## src/rtl/inst_prefetch_queue_if.sv

```systemverilog
// Bundle of imem request/response, redirect and dequeue signals around the prefetch queue.
// The master modport is the queue itself; slave is the imem/fetch side.
interface inst_prefetch_queue_if #(
  parameter int unsigned DEPTH = 4
);
  localparam int unsigned CW = $clog2(DEPTH) + 1;

  logic          imem_read;
  logic [31:0]   imem_address;
  logic          imem_resp;
  logic [31:0]   imem_rdata;
  logic          redirect;
  logic [31:0]   redirect_pc;
  logic          deq_ready;
  logic          deq_valid;
  logic [31:0]   deq_pc;
  logic [31:0]   deq_instr;
  logic [CW-1:0] count;

  modport master (
    output imem_read, imem_address, deq_valid, deq_pc, deq_instr, count,
    input  imem_resp, imem_rdata, redirect, redirect_pc, deq_ready
  );

  modport slave (
    input  imem_read, imem_address, deq_valid, deq_pc, deq_instr, count,
    output imem_resp, imem_rdata, redirect, redirect_pc, deq_ready
  );
endinterface

```

## src/rtl/inst_prefetch_queue.sv

```systemverilog
// Instruction prefetch queue: issues sequential imem reads ahead of fetch and
// buffers {pc, instr} pairs; a redirect flushes the queue and drops stale responses.
module inst_prefetch_queue #(
  parameter int unsigned DEPTH    = 4,
  parameter logic [31:0] RESET_PC = 32'h4000_0000
) (
  input logic                   clk,
  input logic                   rst,
  inst_prefetch_queue_if.master bus
);
  localparam int unsigned PW = $clog2(DEPTH);
  localparam int unsigned CW = PW + 1;

  typedef enum logic [1:0] {IDLE, REQ, DROP} state_t;

  state_t        state, state_next;
  logic [31:0]   fetch_pc, pc_next, req_pc;
  logic [CW-1:0] count, count_next;
  logic [PW-1:0] rd_ptr, wr_ptr;
  logic [31:0]   pc_mem    [DEPTH];
  logic [31:0]   instr_mem [DEPTH];
  logic          enq, pop, deq_valid, room, load_req;

  assign deq_valid        = (count != '0);
  assign bus.deq_valid    = deq_valid;
  assign bus.deq_pc       = deq_valid ? pc_mem[rd_ptr]    : '0;
  assign bus.deq_instr    = deq_valid ? instr_mem[rd_ptr] : '0;
  assign bus.imem_read    = (state != IDLE);
  assign bus.imem_address = req_pc;
  assign bus.count        = count;

  always_comb begin
    enq        = (state == REQ) && bus.imem_resp && !bus.redirect;
    pop        = deq_valid && bus.deq_ready && !bus.redirect;
    count_next = bus.redirect ? '0 : count + CW'(enq) - CW'(pop);
    if (bus.redirect)
      pc_next = {bus.redirect_pc[31:2], 2'b00};
    else if (enq)
      pc_next = fetch_pc + 32'd4;
    else
      pc_next = fetch_pc;
    // Issuing only when the post-update occupancy leaves a slot guarantees
    // every outstanding request a place in the queue.
    room       = (count_next < CW'(DEPTH));
    state_next = state;
    load_req   = 1'b0;
    unique case (state)
      IDLE: begin
        if (room) begin
          state_next = REQ;
          load_req   = 1'b1;
        end
      end
      REQ, DROP: begin
        if (bus.imem_resp) begin
          if (room) begin
            state_next = REQ;
            load_req   = 1'b1;
          end else begin
            state_next = IDLE;
          end
        end else if (bus.redirect) begin
          state_next = DROP;
        end
      end
      default: state_next = IDLE;
    endcase
  end

  always_ff @(posedge clk or negedge rst) begin
    if (!rst) begin
      state    <= IDLE;
      fetch_pc <= RESET_PC;
      req_pc   <= '0;
      count    <= '0;
      rd_ptr   <= '0;
      wr_ptr   <= '0;
    end else begin
      state    <= state_next;
      fetch_pc <= pc_next;
      count    <= count_next;
      if (load_req)
        req_pc <= pc_next;
      if (bus.redirect) begin
        rd_ptr <= '0;
        wr_ptr <= '0;
      end else begin
        if (enq) wr_ptr <= wr_ptr + PW'(1);
        if (pop) rd_ptr <= rd_ptr + PW'(1);
      end
    end
  end

  always_ff @(posedge clk) begin
    if (enq) begin
      pc_mem[wr_ptr]    <= req_pc;
      instr_mem[wr_ptr] <= bus.imem_rdata;
    end
  end
endmodule
```

## src/flat_wrapper.sv

```systemverilog
// flat-port wrapper written by rule: the top's interface ports become plain ports
module inst_prefetch_queue_flat 
#(
  parameter int unsigned DEPTH    = 4,
  parameter logic [31:0] RESET_PC = 32'h4000_0000
)
  (clk, rst, bus_imem_read, bus_imem_address, bus_deq_valid, bus_deq_pc, bus_deq_instr, bus_count, bus_imem_resp, bus_imem_rdata, bus_redirect, bus_redirect_pc, bus_deq_ready);
  inst_prefetch_queue_if #(.DEPTH(DEPTH)) bus_i ();
  input logic clk;
  input logic rst;
  output wire logic [$bits(bus_i.imem_read)-1:0] bus_imem_read;
  output wire logic [$bits(bus_i.imem_address)-1:0] bus_imem_address;
  output wire logic [$bits(bus_i.deq_valid)-1:0] bus_deq_valid;
  output wire logic [$bits(bus_i.deq_pc)-1:0] bus_deq_pc;
  output wire logic [$bits(bus_i.deq_instr)-1:0] bus_deq_instr;
  output wire logic [$bits(bus_i.count)-1:0] bus_count;
  input wire logic [$bits(bus_i.imem_resp)-1:0] bus_imem_resp;
  input wire logic [$bits(bus_i.imem_rdata)-1:0] bus_imem_rdata;
  input wire logic [$bits(bus_i.redirect)-1:0] bus_redirect;
  input wire logic [$bits(bus_i.redirect_pc)-1:0] bus_redirect_pc;
  input wire logic [$bits(bus_i.deq_ready)-1:0] bus_deq_ready;
  assign bus_imem_read = bus_i.imem_read;
  assign bus_imem_address = bus_i.imem_address;
  assign bus_deq_valid = bus_i.deq_valid;
  assign bus_deq_pc = bus_i.deq_pc;
  assign bus_deq_instr = bus_i.deq_instr;
  assign bus_count = bus_i.count;
  assign bus_i.imem_resp = bus_imem_resp;
  assign bus_i.imem_rdata = bus_imem_rdata;
  assign bus_i.redirect = bus_redirect;
  assign bus_i.redirect_pc = bus_redirect_pc;
  assign bus_i.deq_ready = bus_deq_ready;
  inst_prefetch_queue #(.DEPTH(DEPTH), .RESET_PC(RESET_PC)) u_core (.clk(clk), .rst(rst), .bus(bus_i));
endmodule
```

## config.mk

```make
export PLATFORM = sky130hd
export DESIGN_NAME = inst_prefetch_queue_flat
export DESIGN_NICKNAME = d
export VERILOG_FILES = /design/src/rtl/inst_prefetch_queue_if.sv /design/src/rtl/inst_prefetch_queue.sv /design/src/flat_wrapper.sv
export SDC_FILE = /design/constraint.sdc
export NUM_CORES = 1
export LEC_CHECK = 0
export CORE_MARGIN = 2
export CORE_UTILIZATION = 45
export CTS_BUF_LIST = sky130_fd_sc_hd__clkbuf_2
export DETAILED_ROUTE_END_ITERATION = 10
export HOLD_SLACK_MARGIN = 0.02
export PLACE_DENSITY = 0.67
export SKIP_CTS_REPAIR_TIMING = 1
export SKIP_LAST_GASP = 1
export SYNTH_ARGS = -nofsm -noshare
export SYNTH_HDL_FRONTEND = slang
export SYNTH_SLANG_ARGS = --single-unit
```

## constraint.sdc

```tcl
create_clock -name clk -period 3.8 [get_ports clk]
set_clock_uncertainty 0.15 [all_clocks]
set_input_delay 0.76 -clock clk [delete_from_list [all_inputs] [get_ports clk]]
set_output_delay 0.76 -clock clk [all_outputs]
set_load 0.01 [all_outputs]
```

== After elaboration in Yosys (flattened, before gate mapping) ==
Memories as Yosys holds them, arrays and structs flattened.
Cells that the tools add are included.
Storage, ports and cells
  memory bits (writable): 256
  register bits: 73
  memories: 2
  bits of input ports: 69
  word-level logic and storage cells: 49
  output and inout port bits: 101
Memory list
  u_core.instr_mem: depth 4, width 32, rd ports 1, clocked after memory_dff 0, write ports 1, RTL line inst_prefetch_queue.sv:21  | logic [31:0] instr_mem [DEPTH];
  u_core.pc_mem: depth 4, width 32, rd ports 1, clocked after memory_dff 0, write ports 1, RTL line inst_prefetch_queue.sv:20  | logic [31:0] pc_mem [DEPTH];
Cells by class
  eq/ne operators: 4
  reduce and logical (&&, ||, !) cells: 12
  order comparisons: 1
  $add $sub $neg: 5
  mux-type cells: 19
Operators with widths (count)
  $mux 32: 4
  $add 32x3->32 const B: 1
  $mux 2: 7
  $reduce_bool 2->1: 3
  $mux 1: 5
  $add 2x1->2 const B: 2
  $logic_and 1x1->1: 4
  $pmux 2 s2: 1
  $add 3x1->3: 1
  $lt 3x3->1 const B: 1
  $mux 3: 1
  $ne 3x3->1 const B: 1
  $reduce_bool 3->1: 1
  $sub 3x1->3: 1
  $eq 2x1->1 const B: 1
  $eq 2x2->1 const B: 1
  $logic_not 2->1: 1
  $ne 2x1->1 const B: 1
  $pmux 1 s2: 1
  $reduce_and 2->1: 1
  $reduce_or 2->1: 1
  $logic_not 1->1: 1

== Longest topological paths before layout ==
  depth in word-level cells: 10
  gate-level depth with buffers: 17
  depth with buffers taken out: 13

== Worst setup path before layout ==
Ideal clock, no wire load.
  kind: input port to flip-flop
  start: in bus_redirect
  end: reg u_core.req_pc[0] (netlist: u_core.bus.imem_address[0])
  cell stages on the path: 15
  arrival time: 4.029 ns
  required time: 3.525 ns
  slack: -0.503 ns
  buffers on the path: 5
  library setup time: 0.125 ns
  cell sequence: clkbuf_1 clkbuf_1 buf_1 clkbuf_1 nor2_1 ha_1 inv_1 ha_1 inv_1 fa_1 xnor3_1 nor2_1 nor3_1 clkbuf_1 mux2_2
On the way
  cells in the longest elaborated chain, start to end: 9
  elaborated cells on any way between the ends: 12
  those cells by class: add/sub: 2; order compare: 1; mux: 6; reduce/logical: 3
RTL lines
  start: declaration: RTL line flat_wrapper.sv:19  | input wire logic [$bits(bus_i.redirect)-1:0] bus_redirect;
  $logic_not 1->1: RTL line inst_prefetch_queue.sv:33, inst_prefetch_queue.sv:34
  $logic_and 1x1->1: RTL line inst_prefetch_queue.sv:33  | enq = (state == REQ) && bus.imem_resp && !bus.redirect;
  $add 3x1->3: RTL line inst_prefetch_queue.sv:35  | count_next = bus.redirect ? '0 : count + CW'(enq) - CW'(pop);
  $sub 3x1->3: RTL line inst_prefetch_queue.sv:35
  $mux 3 (*): RTL line inst_prefetch_queue.sv:35
  named net u_core.count_next[2]: RTL line inst_prefetch_queue.sv:18  | logic [CW-1:0] count, count_next;
  $lt 3x3->1 (*): RTL line inst_prefetch_queue.sv:44  | room = (count_next < CW'(DEPTH));
  $mux 1 (*): RTL line inst_prefetch_queue.sv:49, inst_prefetch_queue.sv:56
  $mux 1: RTL line inst_prefetch_queue.sv:55  | if (bus.imem_resp) begin
  $pmux 1 s2 (*): RTL line inst_prefetch_queue.sv:47  | unique case (state)
  end signal: assignment: RTL line inst_prefetch_queue.sv:83  | req_pc <= pc_next;
  end: declaration: RTL line inst_prefetch_queue.sv:17  | logic [31:0] fetch_pc, pc_next, req_pc;
The timed path passes the listed nets; every way through them passes the cells marked *.
A chain may end at the register's enable or synchronous reset.

== Worst setup path in the final report ==
  start: reg u_core.rd_ptr[0]
  end: out bus_deq_pc[13]
On the way
  cells in the longest elaborated chain, start to end: 2
RTL lines
  start: declaration: RTL line inst_prefetch_queue.sv:19  | logic [PW-1:0] rd_ptr, wr_ptr;
  start signal: assignment: RTL line inst_prefetch_queue.sv:89  | if (pop) rd_ptr <= rd_ptr + PW'(1);
  $mem_v2 4x32
  $mux 32: RTL line inst_prefetch_queue.sv:26  | assign bus.deq_pc = deq_valid ? pc_mem[rd_ptr] : '0;
  end: declaration: RTL line flat_wrapper.sv:14  | output wire logic [$bits(bus_i.deq_pc)-1:0] bus_deq_pc;
No other way between the ends.

==> results.py <==
metrics = {
    "outcome": {
        "outcome": "finished clean",
    },
    "synthesis": {
        "synth_simple_gate_area_frac": 0.08732,
        "synth.net_count": 851,
        "synth_cell_type_count": 54,
        "synth-edff-count": 256,
        "synthAdderAreaFrac": 0.01091,
        "synthFlopType": "edfxtp_1",
        "synth_top_area_share": 0.5781,
        "synth-compound-area-share": 0.02870,
        "avgSynthCellArea_um2": 17.25,
        "synthXorXnorAreaFrac": 0.01553,
        "synth_top_family_by_area": "multiplexers",
        "ys_warn_count": 0,
        "syn_area_mm2": 0.01330,
        "yosys-top-cells-area": "edfxtp_1 58%, dfrtp_1 14%, mux4_2 11%, and2_1 3.3%, mux2_2 1.8%",
        "synthCells": 771,
        "seq_area_frac_synth": 0.7156,
        "synth_area_leader_cell": "edfxtp_1",
        "synthMuxAreaShare": 0.1269,
        "synth_async_sr_flop_share": 0.2219,
        "synth-seq-cells": 329,
    },
    "final_layout": {
        "fin_nets": 1105,
        "syn2layout_area_growth_pct": 24.76,
        "finalNonFillerCells": 1473,
        "layout-drive-gt1-share": 0.2576,
    },
    "power": {
        "leakage_uw": 0.005904,
        "power_density_mw_per_mm2": 666.0,
        "peakVddDrop_mv": 0.3352,
    },
    "sta": {
        "whs_ns": 0.2236,
        "slew_headroom": 0.3607,
        "worst_pin_slew_ns": 0.9589,
        "finalSetupViolations": 0,
        "finalMaxSlewViolations": 0,
        "max_freq_ghz": 0.2743,
        "fin_ws_ns": 0.1540,
        "timing.final.crit_period_ns": 3.646,
        "hold_violations": 0,
        "period_share": 0.9595,
    },
    "drt": {
        "vias": 7709,
        "post_drt_wl_per_cell_um": 19.50,
        "drt_first_pass_iters": 5,
        "drt_iter0_drc": 471,
        "finalWirelength_um": 28730,
        "drtAntennaViolNets": 0,
        "viasPerCell": 5.234,
        "drc_errors": 0,
    },
    "grt": {
        "busiest_layer": "met2",
        "grt_util_met2": 0.2966,
        "grt_max_degree": 74,
        "use_met3": 0.05043,
        "antenna_found_initial": 1,
        "grt_remaining_overflow": 0,
        "grt_pass1_wl_um": 43680,
        "grt_pass1_vias": 7916,
        "track_usage": 0.1855,
        "met1_usage": 0.2519,
    },
    "critical_path": {
        "crit_family": "buffers and inverters",
        "critPathLaunchType": "flop",
        "slowest_delay_ns": 0.50,
        "cp.required_ns": 2.89,
        "crit_arrival_ns": 2.74,
        "path_buf_inv": 3,
        "path_class": "reg -> out",
        "cpMaxStageDelayCell": "mux4_2",
        "crit_chain": "buf_12 > buf_16 > mux4_2 > and2_1 > clkdlybuf4s50_1",
        "endpoint_kind": "output pin",
        "worstPathMaxFanout": 12,
    },
    "cts": {
        "clkTransAtPathRegs_ns": 0.10,
        "ctsHtreeMaxLevel": 3,
        "cts_tree": "built",
        "cts.sinks": 329,
        "clockBufferDepth": 3,
        "cts_inserted_buffers": 84,
        "ctsRootBufferMaster": "clkbuf_2",
        "clock_latency_ns": 0.83,
    },
    "floorplanning": {
        "num_rows": 62,
        "top_level_ports": 170,
        "die_area_mm2": 0.03094,
        "die-width_um": 175.9,
        "core_mm2": 0.02894,
        "start_util": 0.4596,
        "die_y_um": 175.9,
    },
    "placed_design": {
        "place_hpwl_um": 17280,
        "placement.io_buffers": 167,
        "dp.cells": 1309,
        "place_ws_ns": 0.1247,
        "place_congestion": 0.8370,
    },
    "hold_path": {
        "min_path_type": "in -> reg",
    },
    "flow_run": {
        "maxCapViolCount": 0,
    },
}
[worst reg2reg max path, stage by stage (launching register included)]
cell	delay, ns
dfrtp_1	0.42
or3_2	0.50
nand2_1	0.12
nor2_1	0.05
ha_1	0.26
inv_1	0.06
ha_1	0.14
inv_1	0.05
fa_1	0.36
xnor3_1	0.23
nor2_1	0.07
nor3_2	0.20
buf_4	0.27
nand2_1	0.22
o211ai_1	0.23
[cell usage after synthesis, drive strengths merged (6+ instances only)]
cell type,count
dfrtp,72
ha,10
buf,14
xor2,11
nor4,6
o211ai,6
o31ai,7
nor2,29
inv,12
o21ai,15
nand2,43
and2,71
nand4,14
edfxtp,256
xnor2,10
clkbuf,24
mux2,21
nor3,10
mux4,64
nand3,17
a21oi,11
[sequential cells by signal (all words and copies together) (netlist names)]
signal                   count
u_core.bus.imem_address     32
u_core.pc_mem              128
u_core.rd_ptr                2
u_core.wr_ptr                2
u_core.instr_mem           128
u_core.fetch_pc             32
u_core.state                 2
u_core.bus.count             3
[layout by cell type (no fill, tap or decap), types with 3 or more instances in the layout]
| cell | count |
|---|---|
| buf_4 | 25 |
| nor2_1 | 29 |
| mux2_2 | 21 |
| and2_4 | 4 |
| ha_1 | 10 |
| and3_1 | 3 |
| buf_12 | 7 |
| nand4_1 | 13 |
| clkinv_1 | 10 |
| and2_1 | 67 |
| mux4_2 | 64 |
| nor2b_1 | 5 |
| o31a_1 | 3 |
| o311ai_0 | 3 |
| o21ai_0 | 13 |
| clkdlybuf4s50_1 | 162 |
| dlymetal6s2s_1 | 3 |
| nor4_1 | 6 |
| a21oi_1 | 11 |
| buf_16 | 3 |
| inv_1 | 12 |
| o211ai_1 | 6 |
| nor3_1 | 9 |
| or3_1 | 3 |
| nand3_1 | 16 |
| nand2_1 | 43 |
| xor2_1 | 11 |
| edfxtp_1 | 256 |
| clkbuf_2 | 133 |
| o31ai_1 | 6 |
| xnor2_1 | 10 |
| dfrtp_1 | 70 |
[final cells by class]
type	instances	area, um2
Sequential cell	329	9523
Inverter	13	48.80
Tap cell	384	480.5
Antenna cell	2	5.005
Fill cell	2332	12340
Clock inverter	16	123.9
Timing Repair Buffer	206	2151
Multi-Input combinational cell	391	3598
Clock buffer	132	660.6
[path summary, 6_finish.rpt]
| path | startpoint | to | slack [ns] | cells after the start |
|---|---|---|---|---|
| min in group asynchronous | rst | u_core.bus.imem_address[9] | 0.45 | 2 |
| hold reg to reg | u_core.bus.imem_address[4] | u_core.pc_mem[2][4] | 0.37 | 0 |
| hold / removal | bus_redirect | u_core.bus.count[1] | 0.22 | 3 |
| setup reg to reg | u_core.bus.count[1] | u_core.bus.imem_address[27] | 0.41 | 14 |
| max in group asynchronous | rst | u_core.rd_ptr[0] | 2.28 | 2 |
| setup / recovery | u_core.rd_ptr[0] | bus_deq_pc[13] | 0.15 | 5 |
[stage by stage]
stage          cell area, um2  TNS (ns)    util  total power, uW
2_1_floorplan           13310         0       -             6769
3_3_place_gp            15590         0  0.5388             8545
3_5_place_dp            15590         0  0.5388             8605
4_1_cts                 16370    -6.882  0.5659            11050
5_1_grt                 16590  -0.01757  0.5734            11730
6_report                16590         0  0.5734            11050
[layer usage]
layer	vias up	routed length, um	share of wire
met2	261	13800	0.48
li1	3565	-	-
met1	3852	12600	0.44
met5	-	0	0
met4	0	342	0.012
met3	31	1980	0.069
[power breakdown]
part | leakage, uW | total [uW] | internal [uW] | switching (uW)
sequential | 0.00320 | 4810 | 4450 | 358
clock | 0.000611 | 2420 | 1050 | 1370
combinational | 0.00209 | 3820 | 2130 | 1690
total | 0.00590 | 11000 | 7630 | 3420
[logic make-up (layout without fill, tap and decap cells)]
kind of cell / Yosys count / count (layout)
fa+ha+maj: 11 / 11
buf+inv: 51 / 367
simple gates: 215 / 215
other cells: 0 / 2
flops: 329 / 329
xor+xnor: 22 / 22
compound gates: 57 / 57
mux: 86 / 86
Note: power is estimated with default switching activity, not from simulation.
